### config.mk
export PLATFORM = sky130hd
export DESIGN_NAME = spi_master_ctrl
export DESIGN_NICKNAME = d
export VERILOG_FILES = /design/src/rtl/spi_master_ctrl.sv
export SDC_FILE = /design/constraint.sdc
export NUM_CORES = 1
export LEC_CHECK = 0
export BUFFER_PORTS_ARGS = -buffer_cell sky130_fd_sc_hd__buf_4
export CORE_AREA = 2 2 78 80
export CTS_CLUSTER_SIZE = 40
export DETAILED_ROUTE_END_ITERATION = 7
export DIE_AREA = 0 0 80 82
export GPL_ROUTABILITY_DRIVEN = 0
export MAX_ROUTING_LAYER = met4
export PLACE_DENSITY = 0.7
export SLEW_MARGIN = 40
export SYNTH_ARGS = -nofsm -noshare
export SYNTH_HDL_FRONTEND = slang
export SYNTH_SLANG_ARGS = --single-unit
### constraint.sdc
create_clock -name clk -period 2.3 [get_ports clk]
set_clock_uncertainty 0.1 [all_clocks]
set_input_delay 0.23 -clock clk [delete_from_list [all_inputs] [get_ports clk]]
set_output_delay 0.23 -clock clk [all_outputs]
set_load 0.02 [all_outputs]
### src/rtl/spi_master_ctrl.sv
//==============================================================================
// Module      : spi_master_ctrl
// Description : SPI master for the SPI-slave/RAM wrapper. Frames one
//               {op,payload} command per handshake on SS_n/MOSI and captures
//               the returned byte on MISO for read-data commands.
//               Optional build macro: SPI_MASTER_SEQ_CHK_EN (rd_data ordering
//               check with seq_err pulse).
// Revision    : 1.0 - initial release
//==============================================================================
`default_nettype none

module spi_master_ctrl #(
    parameter int ADDR_SIZE  = 8,
    parameter int RD_LATENCY = 2,
    parameter int SS_GAP     = 1
) (
    input  logic                 clk,
    input  logic                 rst_n,
    input  logic                 cmd_valid,
    output logic                 cmd_ready,
    input  logic [1:0]           cmd_op,
    input  logic [ADDR_SIZE-1:0] cmd_data,
    output logic                 rsp_valid,
    output logic [ADDR_SIZE-1:0] rsp_data,
    output logic                 busy,
    output logic                 MOSI,
    output logic                 SS_n,
`ifdef SPI_MASTER_SEQ_CHK_EN
    output logic                 seq_err,
`endif
    input  logic                 MISO
);

    localparam int FRAME_W = ADDR_SIZE + 2;
    localparam int BIT_W   = $clog2(FRAME_W);
    localparam int DLY_W   = 16;

    typedef enum logic [2:0] {
        S_IDLE  = 3'd0,
        S_SEL   = 3'd1,
        S_SHIFT = 3'd2,
        S_WAIT  = 3'd3,
        S_RECV  = 3'd4,
        S_GAP   = 3'd5
    } state_t;

    state_t                r_state, w_state_nx;
    logic [BIT_W-1:0]      r_bit_cnt, w_bit_cnt_nx, w_bit_dec;
    logic [DLY_W-1:0]      r_dly_cnt, w_dly_cnt_nx;
    logic [FRAME_W-1:0]    r_frame, w_frame_nx, w_frame_in;
    logic [ADDR_SIZE-1:0]  r_rx_sh, w_rx_sh_nx;
    logic [ADDR_SIZE-1:0]  r_rsp_data, w_rsp_data_nx;
    logic                  r_cmd_ready, w_cmd_ready_nx;
    logic                  r_rsp_valid, w_rsp_valid_nx;
    logic                  r_busy, w_busy_nx;
    logic                  r_mosi, w_mosi_nx;
    logic                  r_ss_n, w_ss_n_nx;
    logic                  w_accept;
    logic                  w_reject;
`ifdef SPI_MASTER_SEQ_CHK_EN
    logic                  r_rd_addr_done, w_rd_addr_done_nx;
    logic                  r_seq_err, w_seq_err_nx;
`endif

    assign w_accept   = cmd_valid && r_cmd_ready;
    assign w_bit_dec  = r_bit_cnt - BIT_W'(1);
    // rd_data carries no payload; its data bits go out as zero
    assign w_frame_in = (cmd_op == 2'b11) ? {cmd_op, {ADDR_SIZE{1'b0}}} : {cmd_op, cmd_data};

`ifdef SPI_MASTER_SEQ_CHK_EN
    assign w_reject = (cmd_op == 2'b11) && !r_rd_addr_done;
`else
    assign w_reject = 1'b0;
`endif

    // Outputs are computed from the next state so every output is a flop
    always_comb begin
        w_state_nx     = r_state;
        w_bit_cnt_nx   = r_bit_cnt;
        w_dly_cnt_nx   = r_dly_cnt;
        w_frame_nx     = r_frame;
        w_rx_sh_nx     = r_rx_sh;
        w_rsp_data_nx  = r_rsp_data;
        w_cmd_ready_nx = 1'b0;
        w_rsp_valid_nx = 1'b0;
        w_busy_nx      = 1'b1;
        w_mosi_nx      = 1'b0;
        w_ss_n_nx      = 1'b1;
`ifdef SPI_MASTER_SEQ_CHK_EN
        w_rd_addr_done_nx = r_rd_addr_done;
        w_seq_err_nx      = 1'b0;
`endif
        case (r_state)
            S_IDLE: begin
                w_cmd_ready_nx = 1'b1;
                w_busy_nx      = 1'b0;
                if (w_accept) begin
                    w_cmd_ready_nx = 1'b0;
                    if (w_reject) begin
`ifdef SPI_MASTER_SEQ_CHK_EN
                        w_seq_err_nx = 1'b1;
`endif
                    end else begin
                        w_frame_nx = w_frame_in;
                        w_state_nx = S_SEL;
                        w_ss_n_nx  = 1'b0;
                        w_mosi_nx  = w_frame_in[FRAME_W-1];
                        w_busy_nx  = 1'b1;
                    end
                end
            end
            S_SEL: begin
                w_state_nx   = S_SHIFT;
                w_bit_cnt_nx = BIT_W'(FRAME_W - 1);
                w_ss_n_nx    = 1'b0;
                w_mosi_nx    = r_frame[FRAME_W-1];
            end
            S_SHIFT: begin
                if (r_bit_cnt != '0) begin
                    w_bit_cnt_nx = w_bit_dec;
                    w_ss_n_nx    = 1'b0;
                    w_mosi_nx    = r_frame[w_bit_dec];
                end else if (r_frame[FRAME_W-1 -: 2] == 2'b11) begin
                    w_ss_n_nx = 1'b0;
                    if (RD_LATENCY > 0) begin
                        w_state_nx   = S_WAIT;
                        w_dly_cnt_nx = DLY_W'(RD_LATENCY - 1);
                    end else begin
                        w_state_nx   = S_RECV;
                        w_bit_cnt_nx = BIT_W'(ADDR_SIZE - 1);
                    end
                end else begin
                    w_state_nx   = S_GAP;
                    w_dly_cnt_nx = DLY_W'(SS_GAP - 1);
`ifdef SPI_MASTER_SEQ_CHK_EN
                    if (r_frame[FRAME_W-1 -: 2] == 2'b10)
                        w_rd_addr_done_nx = 1'b1;
`endif
                end
            end
            S_WAIT: begin
                w_ss_n_nx = 1'b0;
                if (r_dly_cnt != '0) begin
                    w_dly_cnt_nx = r_dly_cnt - DLY_W'(1);
                end else begin
                    w_state_nx   = S_RECV;
                    w_bit_cnt_nx = BIT_W'(ADDR_SIZE - 1);
                end
            end
            S_RECV: begin
                w_rx_sh_nx = {r_rx_sh[ADDR_SIZE-2:0], MISO};
                if (r_bit_cnt != '0) begin
                    w_bit_cnt_nx = w_bit_dec;
                    w_ss_n_nx    = 1'b0;
                end else begin
                    w_state_nx     = S_GAP;
                    w_dly_cnt_nx   = DLY_W'(SS_GAP - 1);
                    w_rsp_valid_nx = 1'b1;
                    w_rsp_data_nx  = w_rx_sh_nx;
`ifdef SPI_MASTER_SEQ_CHK_EN
                    w_rd_addr_done_nx = 1'b0;
`endif
                end
            end
            S_GAP: begin
                if (r_dly_cnt != '0) begin
                    w_dly_cnt_nx = r_dly_cnt - DLY_W'(1);
                end else begin
                    w_state_nx     = S_IDLE;
                    w_cmd_ready_nx = 1'b1;
                    w_busy_nx      = 1'b0;
                end
            end
            default: begin
                w_state_nx     = S_IDLE;
                w_cmd_ready_nx = 1'b1;
                w_busy_nx      = 1'b0;
            end
        endcase
    end

    always_ff @(posedge clk or negedge rst_n) begin
        if (!rst_n) begin
            r_state     <= S_IDLE;
            r_bit_cnt   <= '0;
            r_dly_cnt   <= '0;
            r_frame     <= '0;
            r_rx_sh     <= '0;
            r_rsp_data  <= '0;
            r_cmd_ready <= 1'b1;
            r_rsp_valid <= 1'b0;
            r_busy      <= 1'b0;
            r_mosi      <= 1'b0;
            r_ss_n      <= 1'b1;
`ifdef SPI_MASTER_SEQ_CHK_EN
            r_rd_addr_done <= 1'b0;
            r_seq_err      <= 1'b0;
`endif
        end else begin
            r_state     <= w_state_nx;
            r_bit_cnt   <= w_bit_cnt_nx;
            r_dly_cnt   <= w_dly_cnt_nx;
            r_frame     <= w_frame_nx;
            r_rx_sh     <= w_rx_sh_nx;
            r_rsp_data  <= w_rsp_data_nx;
            r_cmd_ready <= w_cmd_ready_nx;
            r_rsp_valid <= w_rsp_valid_nx;
            r_busy      <= w_busy_nx;
            r_mosi      <= w_mosi_nx;
            r_ss_n      <= w_ss_n_nx;
`ifdef SPI_MASTER_SEQ_CHK_EN
            r_rd_addr_done <= w_rd_addr_done_nx;
            r_seq_err      <= w_seq_err_nx;
`endif
        end
    end

    assign cmd_ready = r_cmd_ready;
    assign rsp_valid = r_rsp_valid;
    assign rsp_data  = r_rsp_data;
    assign busy      = r_busy;
    assign MOSI      = r_mosi;
    assign SS_n      = r_ss_n;
`ifdef SPI_MASTER_SEQ_CHK_EN
    assign seq_err   = r_seq_err;
`endif

endmodule

`default_nettype wire

## After elaboration in Yosys (flattened, before gate mapping)

Index checks and enable logic that the tools add are counted.

- Bits in registers: 53
- Bits of input ports: 14
- Output and inout bits: 13
- Logic and storage cells: 76

- Add/sub/neg operators: 2
- Order comparisons: 1
- Equal/unequal tests: 14
- Muxes and demuxes: 32
- Bitwise gates (word level): 1
- Reduce and logical (&&, ||, !) cells: 15

Operators by type and width:

| kind | count |
|---|---|
| $mux 16 | 3 |
| $pmux 16 s3 | 1 |
| $mux 3 | 6 |
| $pmux 3 s6 | 1 |
| $reduce_bool 16->1 | 1 |
| $sub 16x1->16 const B | 1 |
| $mux 1 | 12 |
| $pmux 4 s3 | 1 |
| $ne 2x2->1 const B | 5 |
| $pmux 1 s3 | 3 |
| $mux 4 | 2 |
| $mux 8 | 1 |
| $eq 3x2->1 const B | 2 |
| $eq 3x3->1 const B | 2 |
| $reduce_bool 3->1 | 2 |
| $reduce_or 2->1 | 3 |
| $lt 4x5->1 const B | 1 |
| $reduce_and 5->1 | 1 |
| $bmux 1 s4 | 1 |
| $eq 2x2->1 const B | 2 |
| $ne 2x1->1 const B | 2 |
| $pmux 1 s4 | 1 |
| $reduce_and 2->1 | 2 |
| $reduce_and 4->1 | 1 |
| 8 further kinds | 8 |

## Logic depth before layout (Yosys ltp)

Gate-level depths: netlist (run 1).

- Word-level depth: 5
- Mapped depth: 9
- Depth with buffers taken out: 7

## Least setup slack after synthesis (run 1)

No wires, ideal clock.

- Path type: register to register
- Start point: register r_bit_cnt[0]
- End point: register r_dly_cnt[6]
- Library setup time: 132 ps
- Arrival: 1,949 ps
- Required time: 2,068 ps
- Setup slack: 119 ps
- Cell stages (with the launch flop): 9
- Buffers on the path: 1
- Clock period less this slack: 2,181 ps
- Cell sequence: dfrtp_1 clkbuf_1 inv_1 ha_1 nor3b_4 o2111ai_4 a2111oi_2 xnor2_1 nor2_1

- Longest elaborated chain between the ends: 3
- Elaborated cells on any way between the ends: 4
- Classes of those cells: 2 x eq/ne; 2 x reduce/logical

RTL lines:

| item | line | source |
|---|---|---|
| start, declared | 48 | `logic [BIT_W-1:0] r_bit_cnt, w_bit_cnt_nx, w_bit_dec;` |
| start signal, assigned | 201 | `r_bit_cnt <= w_bit_cnt_nx;` |
| $reduce_bool 4->1 * | 119, 152 |  |
| $ne 2x2->1 (no source line) | n/a |  |
| $reduce_and 4->1 (no source line) * | n/a |  |
| end signal, assigned | 202 | `r_dly_cnt <= w_dly_cnt_nx;` |
| end, declared | 49 | `logic [DLY_W-1:0] r_dly_cnt, w_dly_cnt_nx;` |

Mark *: on every way between the ends. The rest lies on a longest branch, timed or not.
A chain may end at the register's enable or synchronous reset.

## Worst setup path after layout (run 1)

- Start point: register r_dly_cnt[12]
- End point: register r_dly_cnt[0]

- Longest elaborated chain between the ends: 3

RTL lines:

| item | line |
|---|---|
| $reduce_bool 16->1 | 143, 166 |
| $ne 2x1->1 (no source line) | n/a |
| $reduce_and 4->1 (no source line) | n/a |

No other way between the ends.

==> flow_summary.yaml, run 1 <==
critical_path:
  reg2reg_from: "r_dly_cnt[12]"
  cp.required_ns: 2.40
  crit_slowest_cell: "or4_4"
  cp-startpoint: "r_dly_cnt[12]"
  path_class: "flop to flop"
  worst_r2r_path_depth: 5
  worstPathCellList: "or4_4 > nor4_4 > nand3_1 > nand2b_1 > mux2_2"
  rrSetupSlack_ns: 0.18
  worst_setup_path_start_kind: "flop"
  setup.worst_path.end: "r_dly_cnt[0]"
  critPathCaptureType: "flop"
  reg2reg_to: "r_dly_cnt[0]"
  crit_fanout: 4
  max_stage_delay_ns: 0.57
  worst_ep_arrival_time_ns: 2.23
hold_path:
  worstHoldStart: "MISO"
  hp-class: "input pin to flop"
  min_path_cells: 2
sta:
  finalCriticalPeriod_ns: 2.12
  hold_violations: 0
  fin_tns_setup_ns: 0
  slew_viol_final: 0
  max_slew_margin_pct: 57.1
  worstMarginPinSlew_ns: 0.644
  timing.hold.ws_ns: 0.0568
  fmax_ghz: 0.471
  period_share_pct: 92.4
  setup_violations: 0
  rsz0062_at_grt: "true"
die:
  dieArea_mm2: 0.00656
  die_h_um: 82
  die_w_um: 80
  ios: 27
  start_util_pct: 47.7
  core_mm2: 0.00575
  rows: 28
finish:
  drive_gt1_share_pct: 30.3
  num_antenna_cells: 0
  fin_nets: 305
  fin_area_mm2: 0.00321
  area_growth_syn_to_layout_pct: 17.1
  final_cells: 365
logic_synthesis:
  synth_edf_count: 0
  synth_warnings: 0
  ys_ff_latch: 53
  ys.flop_type: "dfrtp_1"
  synth_area_leaders: "dfrtp_1 (47%), mux2_2 (7.8%), xnor2_1 (4.8%), nand2_1 (3.4%), o21ai_0 (2.9%)"
  synth-async-reset-ratio_pct: 100
  synth_common_cells: "dfrtp_1 (51), nand2_1 (25), nor2_1 (21)"
  synth_top_area_share_pct: 46.6
  syn_nets: 269
  syn_area_per_cell_um2: 10.8
  syn_area_mm2: 0.00274
  yosysTopAreaCell: "dfrtp_1"
  synth_cells: 253
  ys_seq_area_share_pct: 48.5
  post-synth-top-count-cell: "dfrtp_1"
  ys_types: 54
global_routing:
  grt_antenna_before_repair: 0
  grt_pass1_vias: 1926
  grt-ovfl-total: 0
  grt_first_pass_wirelength_um: 8710
  grt_max_degree: 54
  gr-usage-all-layers_pct: 17.6
routing:
  drtIter0Drc: 95
  drc_errors: 0
  vias: 1943
  drt-vias-per-instance: 5.32
  drt-total-wl_um: 5050
  dr.pass1.iters: 4
  route.antenna.remaining_nets: 0
  wire_per_inst_um: 13.8
pwr:
  sw_frac_of_total_pct: 39.5
  pwr-share-clk_pct: 15.4
  intPower_mw: 2.53
  ir_drop_mv: 0.525
  power.switching_mw: 1.65
  p_leak_nw: 1.46
  comb_power_share_pct: 47.2
  p_per_area_mw_per_mm2: 1300
  p_seq_share_pct: 37.4
clocking:
  cts-root-buf: "clkbuf_8"
  clock_sinks: 53
  clockBufferDepth: 2
  path_clk_slew_ns: 0.10
  htreeDepth: 2
  cts_tree: "done"
  clk-insertion-delay-late_ns: 0.31
  cts_buffers: 5
placed_design:
  dp_cells: 354
  port_buffers: 26
  dpl.hpwl_um: 3520
  post_dp_cell_area_mm2: 0.00307
job:
  maxCapViolations: 0
run_status:
  outcome: "finished, final reports clean"
==> sequential cells by signal, summed over array words and instances (netlist names) <==
signal and count:
r_bit_cnt 4, r_frame 10, rsp_data 8, r_dly_cnt 16, rsp_valid 1, SS_n 1
cmd_ready 1, MOSI 1, busy 1, r_state 3, r_rx_sh 7
==> repair_timing <==
action / in CTS / in global routing
buffers inserted: 0 / 2
endpoints found under the setup margin: 0 / 4
hold buffers: 1 / 0
gates resized for setup: 0 / 1
endpoints found under the hold margin: 51 / 0
==> cells in the final DEF, fill, tap and decap left out, types with 3 or more instances in the layout <==
cell type,count
o21ai_0,16
xnor2_1,15
nand2b_1,4
nor2b_1,3
clkbuf_8,5
buf_4,42
a211oi_1,4
nand2_1,25
or3_1,4
o31ai_1,5
mux2_2,19
a31oi_1,3
nor3_1,4
inv_1,9
nor4_1,4
mux2i_1,3
nor2_1,21
a21oi_1,6
dfrtp_1,51
nand3_1,5
==> per-layer routing <==
metal	share of wire, %	GRT usage (%)	vias up	routed length (um)
met1	49	22.9	937	2480
met4	1.8	6.78	0	91
met3	3.1	2.97	7	158
met5	0	-	-	0
li1	-	-	965	-
met2	46	27.7	34	2320
==> cell type report <==
class / count / area (um^2)
Multi-Input combinational cell: 177 / 1310
Sequential cell: 53 / 1330
Timing Repair Buffer: 43 / 325
Fill cell: 504 / 2540
Inverter: 9 / 33.8
Tap cell: 75 / 93.8
Clock buffer: 5 / 68.8
Clock inverter: 3 / 46.3
==> power by group through the flow <==
stage,Combinational [mW],Clock (mW),Sequential [mW]
2_1_floorplan,1.50,0,1.54
3_5_place_dp,1.95,0,1.58
3_3_place_gp,1.93,0,1.56
6_report,1.97,0.643,1.56
5_1_grt,2.20,0.695,1.61
4_1_cts,1.96,0.668,1.56
==> critical path: cells and delay by family (launching register included) <==
family           cells  cell delay, ns
multiplexers         1            0.34
flip-flops           1            0.43
AND/OR/NAND/NOR      4            1.14
==> cell families (layout without fill, tap and decap cells) <==
group	count (synthesis)	count (layout)	share of synthesized area [%]
muxes	24	24	10.5
xor gates and xnor gates	16	16	5.39
and+or+nand+nor	87	87	17.6
buffers and inverters	23	60	3.70
AOI/OAI and AO/OA	48	48	13.4
DFF	53	53	48.5
adders and majority gates	2	2	0.913
==> through the flow <==
stage	power (mW)	util [%]	setup slack (ns)
global placement	3.49	53.4	0.201
detailed placement	3.53	53.4	0.166
CTS	4.19	55.6	0.153
finish	4.17	55.9	0.175
global route	4.50	55.9	-0.0199
floorplan	3.05	-	0.119
==> how the worst min path moves through the flow <==
stage	endpoint	slack, ns
finish	r_rx_sh[0]	0.06
global route	r_frame[3]	0.05
CTS	r_rx_sh[0]	0.04
detailed placement	rsp_data[4]	0.21
global placement	rsp_data[7]	0.21
floorplan	MOSI	-0.17
(Power assumes the default switching activity.)
==> run 2: changes to the inputs <==
--- a/config.mk
+++ b/config.mk
@@ -12,8 +12,10 @@
 export DIE_AREA = 0 0 80 82
 export GPL_ROUTABILITY_DRIVEN = 0
 export MAX_ROUTING_LAYER = met4
-export PLACE_DENSITY = 0.7
+export PLACE_DENSITY = 0.67
+export SETUP_SLACK_MARGIN = 0.2
 export SLEW_MARGIN = 40
 export SYNTH_ARGS = -nofsm -noshare
 export SYNTH_HDL_FRONTEND = slang
 export SYNTH_SLANG_ARGS = --single-unit
+export TNS_END_PERCENT = 10
==> constraint.sdc (replaced) <==
create_clock -name clk -period 2.5 [get_ports clk]
set_clock_uncertainty 0.1 [all_clocks]
set_input_delay 0.25 -clock clk [delete_from_list [all_inputs] [get_ports clk]]
set_output_delay 0.25 -clock clk [all_outputs]
set_load 0.02 [all_outputs]
==> flow_summary.yaml, run 2 (synthesis gave the netlist of run 1 again) <==
run_status:
  outcome: "finished, final reports clean"
critical_path:
  crit_fanout: 5
  critPathCaptureType: "flop"
  worst_setup_path_start_kind: "flop"
  path_buf_inv: 0
  worst_ep_arrival_time_ns: 2.32
  cp-startpoint: "r_dly_cnt[5]"
  reg2reg_from: "r_dly_cnt[5]"
  critical-path-top-delay-family: "simple AND/OR/NAND/NOR gates"
  path_class: "flop to flop"
  cp.required_ns: 2.61
  worstPathCellList: "or4_4 > nor2b_1 > nand3_1 > nand2b_1 > mux2_2"
  crit_slowest_cell: "or4_4"
  max_stage_delay_ns: 0.56
finish:
  drive_gt1_share_pct: 29.3
  seqCellArea_mm2: 0.00133
  nFillCells: 514
  layout_commonest_cell: "dfrtp_1"
  area_growth_syn_to_layout_pct: 16.3
  fin_util_pct: 55.4
  regMostFlops: "r_dly_cnt"
  layout_common_cells: "dfrtp_1 (51), buf_4 (39), nand2_1 (25)"
  fin_nets: 302
  largest_register_ffs: 16
  num_antenna_cells: 0
  multi_input_area_mm2: 0.00131
sta:
  fmax_ghz: 0.451
  slew_viol_final: 0
  hold_violations: 0
  max_slew_margin_pct: 54.0
  setup_violations: 0
  timing.hold.ws_ns: 0.0708
  finalCriticalPeriod_ns: 2.22
  rsz0062_at_grt: "true"
  period_share_pct: 88.6
  fin_tns_setup_ns: 0
  worstMarginPinSlew_ns: 0.672
  fin_ws_ns: 0.285
routing:
  route.antenna.remaining_nets: 0
  dr.pass1.iters: 4
  drtIter0Drc: 158
  drt-total-wl_um: 5060
  vias: 1913
  drc_errors: 0
  drt-vias-per-instance: 5.28
  wire_per_inst_um: 14.0
clocking:
  clock_sinks: 53
  path_clk_slew_ns: 0.10
  cts-root-buf: "clkbuf_8"
  cts_tree: "done"
  clockBufferDepth: 2
  clk-insertion-delay-late_ns: 0.31
  cts_buffers: 5
  htreeDepth: 2
  post_cts_resized: 0
placed_design:
  port_buffers: 26
  dpl.hpwl_um: 3460
  dp_slack_ns: 0.239
die:
  core_mm2: 0.00575
  dieArea_mm2: 0.00656
  rows: 28
  die_w_um: 80
  start_util_pct: 47.7
  die_h_um: 82
  ios: 27
pwr:
  ir_drop_mv: 0.500
  total_power_mw: 3.82
  p_leak_nw: 1.45
  p_per_area_mw_per_mm2: 1200
global_routing:
  grt_max_degree: 54
  grt_pass1_vias: 1828
  grt-ovfl-total: 0
  grt_first_pass_wirelength_um: 8660
  grt_antenna_before_repair: 0
  gr-usage-all-layers_pct: 17.5
hold_path:
  worstHoldStart: "MISO"
  hp-class: "input pin to flop"
job:
  maxCapViolations: 0
==> run 2: cell count changes in the layout (fill, tap and decap cells not counted) <==
cell / change
a2111oi_0: +1
clkinv_4: -1
clkinvlp_4: -1
and2_2: -1
inv_6: +2
and2_1: +1
buf_4: -3
a2111oi_1: -1
==> run 2: path summary, 6_finish.rpt <==
check / to / slack, ns / cells past startpoint
max: r_dly_cnt[0] / 0.28 / 5
min: r_rx_sh[0] / 0.07 / 2
max reg2reg: r_dly_cnt[0] / 0.28 / 5
min reg2reg: r_frame[1] / 0.39 / 2
max in group asynchronous: r_frame[8] / 1.44 / 2
min in group asynchronous: r_dly_cnt[13] / 0.39 / 2
==> run 2: per-layer routing <==
| metal | wire [um] | GRT usage (%) | vias up |
|---|---|---|---|
| met5 | 0 | - | - |
| met3 | 165 | 4.07 | 8 |
| met1 | 2460 | 22.9 | 918 |
| met2 | 2340 | 26.6 | 25 |
| li1 | - | - | 962 |
| met4 | 89 | 6.61 | 0 |
==> run 2: layout make-up <==
cell class / count / share of cell area [%]
repair buffers: 40 / 9.51
flip-flops and latches: 53 / 41.7
clock buffers: 5 / 2.16
clock inverters: 3 / 1.49
multi-input cells: 177 / 41.1
well taps: 75 / 2.95
inverters: 9 / 1.06
==> run 2: repair_timing <==
item,4_1_cts,5_1_grt
hold buffers,1,0
hold endpoints to repair,51,0
setup buffers,0,3
endpoints found under the setup margin,0,15
==> run 2: through the flow <==
step           cells  area [um^2]
2_1_floorplan    253         2740
5_1_grt          362         3190
3_3_place_gp     350         3040
6_report         362         3190
4_1_cts          359         3160
3_5_place_dp     350         3040
==> run 2: worst register-to-register path, cell delays in order (launching register included) <==
cell and delay [ns]:
dfrtp_1 0.41, or4_4 0.56, nor2b_1 0.34, nand3_1 0.19
nand2b_1 0.17, mux2_2 0.34
==> run 2: where the power goes <==
group          switching (mW)  internal (mW)
registers               0.307           1.17
clock network           0.313          0.306
logic                   0.910          0.817
total                    1.53           2.29
==> run 3: changes to the inputs <==
--- a/config.mk
+++ b/config.mk
@@ -12,7 +12,7 @@
 export DIE_AREA = 0 0 80 82
 export GPL_ROUTABILITY_DRIVEN = 0
 export MAX_ROUTING_LAYER = met4
-export PLACE_DENSITY = 0.67
+export PLACE_DENSITY = 0.68
 export SETUP_SLACK_MARGIN = 0.2
 export SLEW_MARGIN = 40
 export SYNTH_ARGS = -nofsm -noshare
==> flow_summary.yaml, run 3 (synthesis gave the netlist of run 1 again) <==
run_status:
  outcome: "finished, final reports clean"
critical_path:
  critical-path-top-delay-family: "simple AND/OR/NAND/NOR gates"
  path_buf_inv: 0
  path_class: "flop to flop"
  cp.required_ns: 2.61
  worst_ep_arrival_time_ns: 2.30
  critPathCaptureType: "flop"
  crit_fanout: 5
  max_stage_delay_ns: 0.58
  worst_setup_path_start_kind: "flop"
  worstPathCellList: "or4_4 > nor4_4 > nand3_1 > nand2b_1 > mux2_2"
  crit_slowest_cell: "or4_4"
clocking:
  clock_sinks: 53
  post_cts_resized: 0
  htreeDepth: 2
  path_clk_slew_ns: 0.12
  cts_buffers: 5
  clk-insertion-delay-late_ns: 0.32
  cts-root-buf: "clkbuf_8"
  cts_tree: "done"
  clockBufferDepth: 2
sta:
  max_slew_margin_pct: 55.3
  fmax_ghz: 0.456
  rsz0062_at_grt: "true"
  setup_violations: 0
  hold_violations: 0
  period_share_pct: 87.7
  worstMarginPinSlew_ns: 0.654
  slew_viol_final: 0
  fin_tns_setup_ns: 0
  finalCriticalPeriod_ns: 2.19
die:
  dieArea_mm2: 0.00656
  die_w_um: 80
  core_mm2: 0.00575
  die_h_um: 82
  rows: 28
  ios: 27
  start_util_pct: 47.7
global_routing:
  grt_pass1_vias: 1937
  grt_max_degree: 54
  grt_antenna_before_repair: 0
  grt-ovfl-total: 0
  grt_first_pass_wirelength_um: 8740
  gr-usage-all-layers_pct: 17.1
pwr:
  total_power_mw: 3.73
  p_per_area_mw_per_mm2: 1170
  ir_drop_mv: 0.548
  p_leak_nw: 1.45
hold_path:
  hp-class: "input pin to flop"
placed_design:
  dpl.hpwl_um: 3520
  port_buffers: 26
routing:
  drt-vias-per-instance: 5.31
  drc_errors: 0
  vias: 1928
  route.antenna.remaining_nets: 0
  drtIter0Drc: 135
  wire_per_inst_um: 14.1
  dr.pass1.iters: 4
  drt-total-wl_um: 5140
finish:
  layout_common_cells: "dfrtp_1 (51), buf_4 (40), nand2_1 (25)"
  num_antenna_cells: 0
  largest_register_ffs: 16
  nFillCells: 534
  regMostFlops: "r_dly_cnt"
  drive_gt1_share_pct: 29.5
  fin_util_pct: 55.2
  layout_commonest_cell: "dfrtp_1"
  fin_nets: 303
  area_growth_syn_to_layout_pct: 15.8
job:
  maxCapViolations: 0
run 3: cell types whose count changed in the layout (fill, tap and decap cells not counted):
cell       previous run  this run
buf_4                39        40
inv_6                 2         1
clkinv_4              0         1
bufinv_16             1         0
inv_8                 0         1
run 3: repair_timing:
| action | CTS | global route |
|---|---|---|
| buffers inserted | 0 | 3 |
| hold buffers | 1 | 0 |
| setup endpoints to repair | 0 | 12 |
| hold endpoints to repair | 51 | 0 |
run 3: cell type report:
class / count / area (um^2) / share of cell area (%)
inverters: 9 / 33.8 / 1.06
flip-flops and latches: 53 / 1330 / 41.9
repair buffers: 41 / 310 / 9.78
clock buffers: 5 / 68.8 / 2.17
multi-input cells: 177 / 1310 / 41.3
well taps: 75 / 93.8 / 2.96
clock inverters: 3 / 28.8 / 0.907
run 3: per-layer routing:
metal	up-vias	GRT usage (%)	wire, um
li1	961	-	-
met4	0	4.75	42
met3	6	3.63	195
met5	-	-	0
met2	29	27.3	2410
met1	932	22.3	2490
run 3: final timing paths:
kind,start,endpoint,slack [ns],cells past startpoint
setup / recovery,r_dly_cnt[12],r_dly_cnt[0],0.31,5
hold / removal,MISO,r_rx_sh[0],0.06,2
setup reg to reg,r_dly_cnt[12],r_dly_cnt[0],0.31,5
hold reg to reg,r_frame[1],r_frame[1],0.39,2
max in group asynchronous,rst_n,r_frame[3],1.44,2
min in group asynchronous,rst_n,r_dly_cnt[6],0.39,2
run 3: per-stage QoR:
stage | cells | setup slack [ns] | area, um^2 | hold WS (ns)
2_1_floorplan | 253 | 0.319 | 2740 | -0.146
3_3_place_gp | 351 | 0.335 | 3040 | 0.234
3_5_place_dp | 351 | 0.240 | 3040 | 0.241
4_1_cts | 360 | 0.231 | 3150 | 0.0616
5_1_grt | 363 | 0.120 | 3170 | 0.0527
6_report | 363 | 0.307 | 3170 | 0.0603
run 3: power breakdown:
part | internal (mW) | total, mW | switching (mW)
logic | 0.806 | 1.72 | 0.916
clock network | 0.210 | 0.531 | 0.321
registers | 1.17 | 1.47 | 0.303
total | 2.19 | 3.73 | 1.54
run 3: worst reg2reg max path, cell delays in order (launching register included):
cell      delay [ns]
dfrtp_1         0.43
or4_4           0.58
nor4_4          0.27
nand3_1         0.18
nand2b_1        0.18
mux2_2          0.35
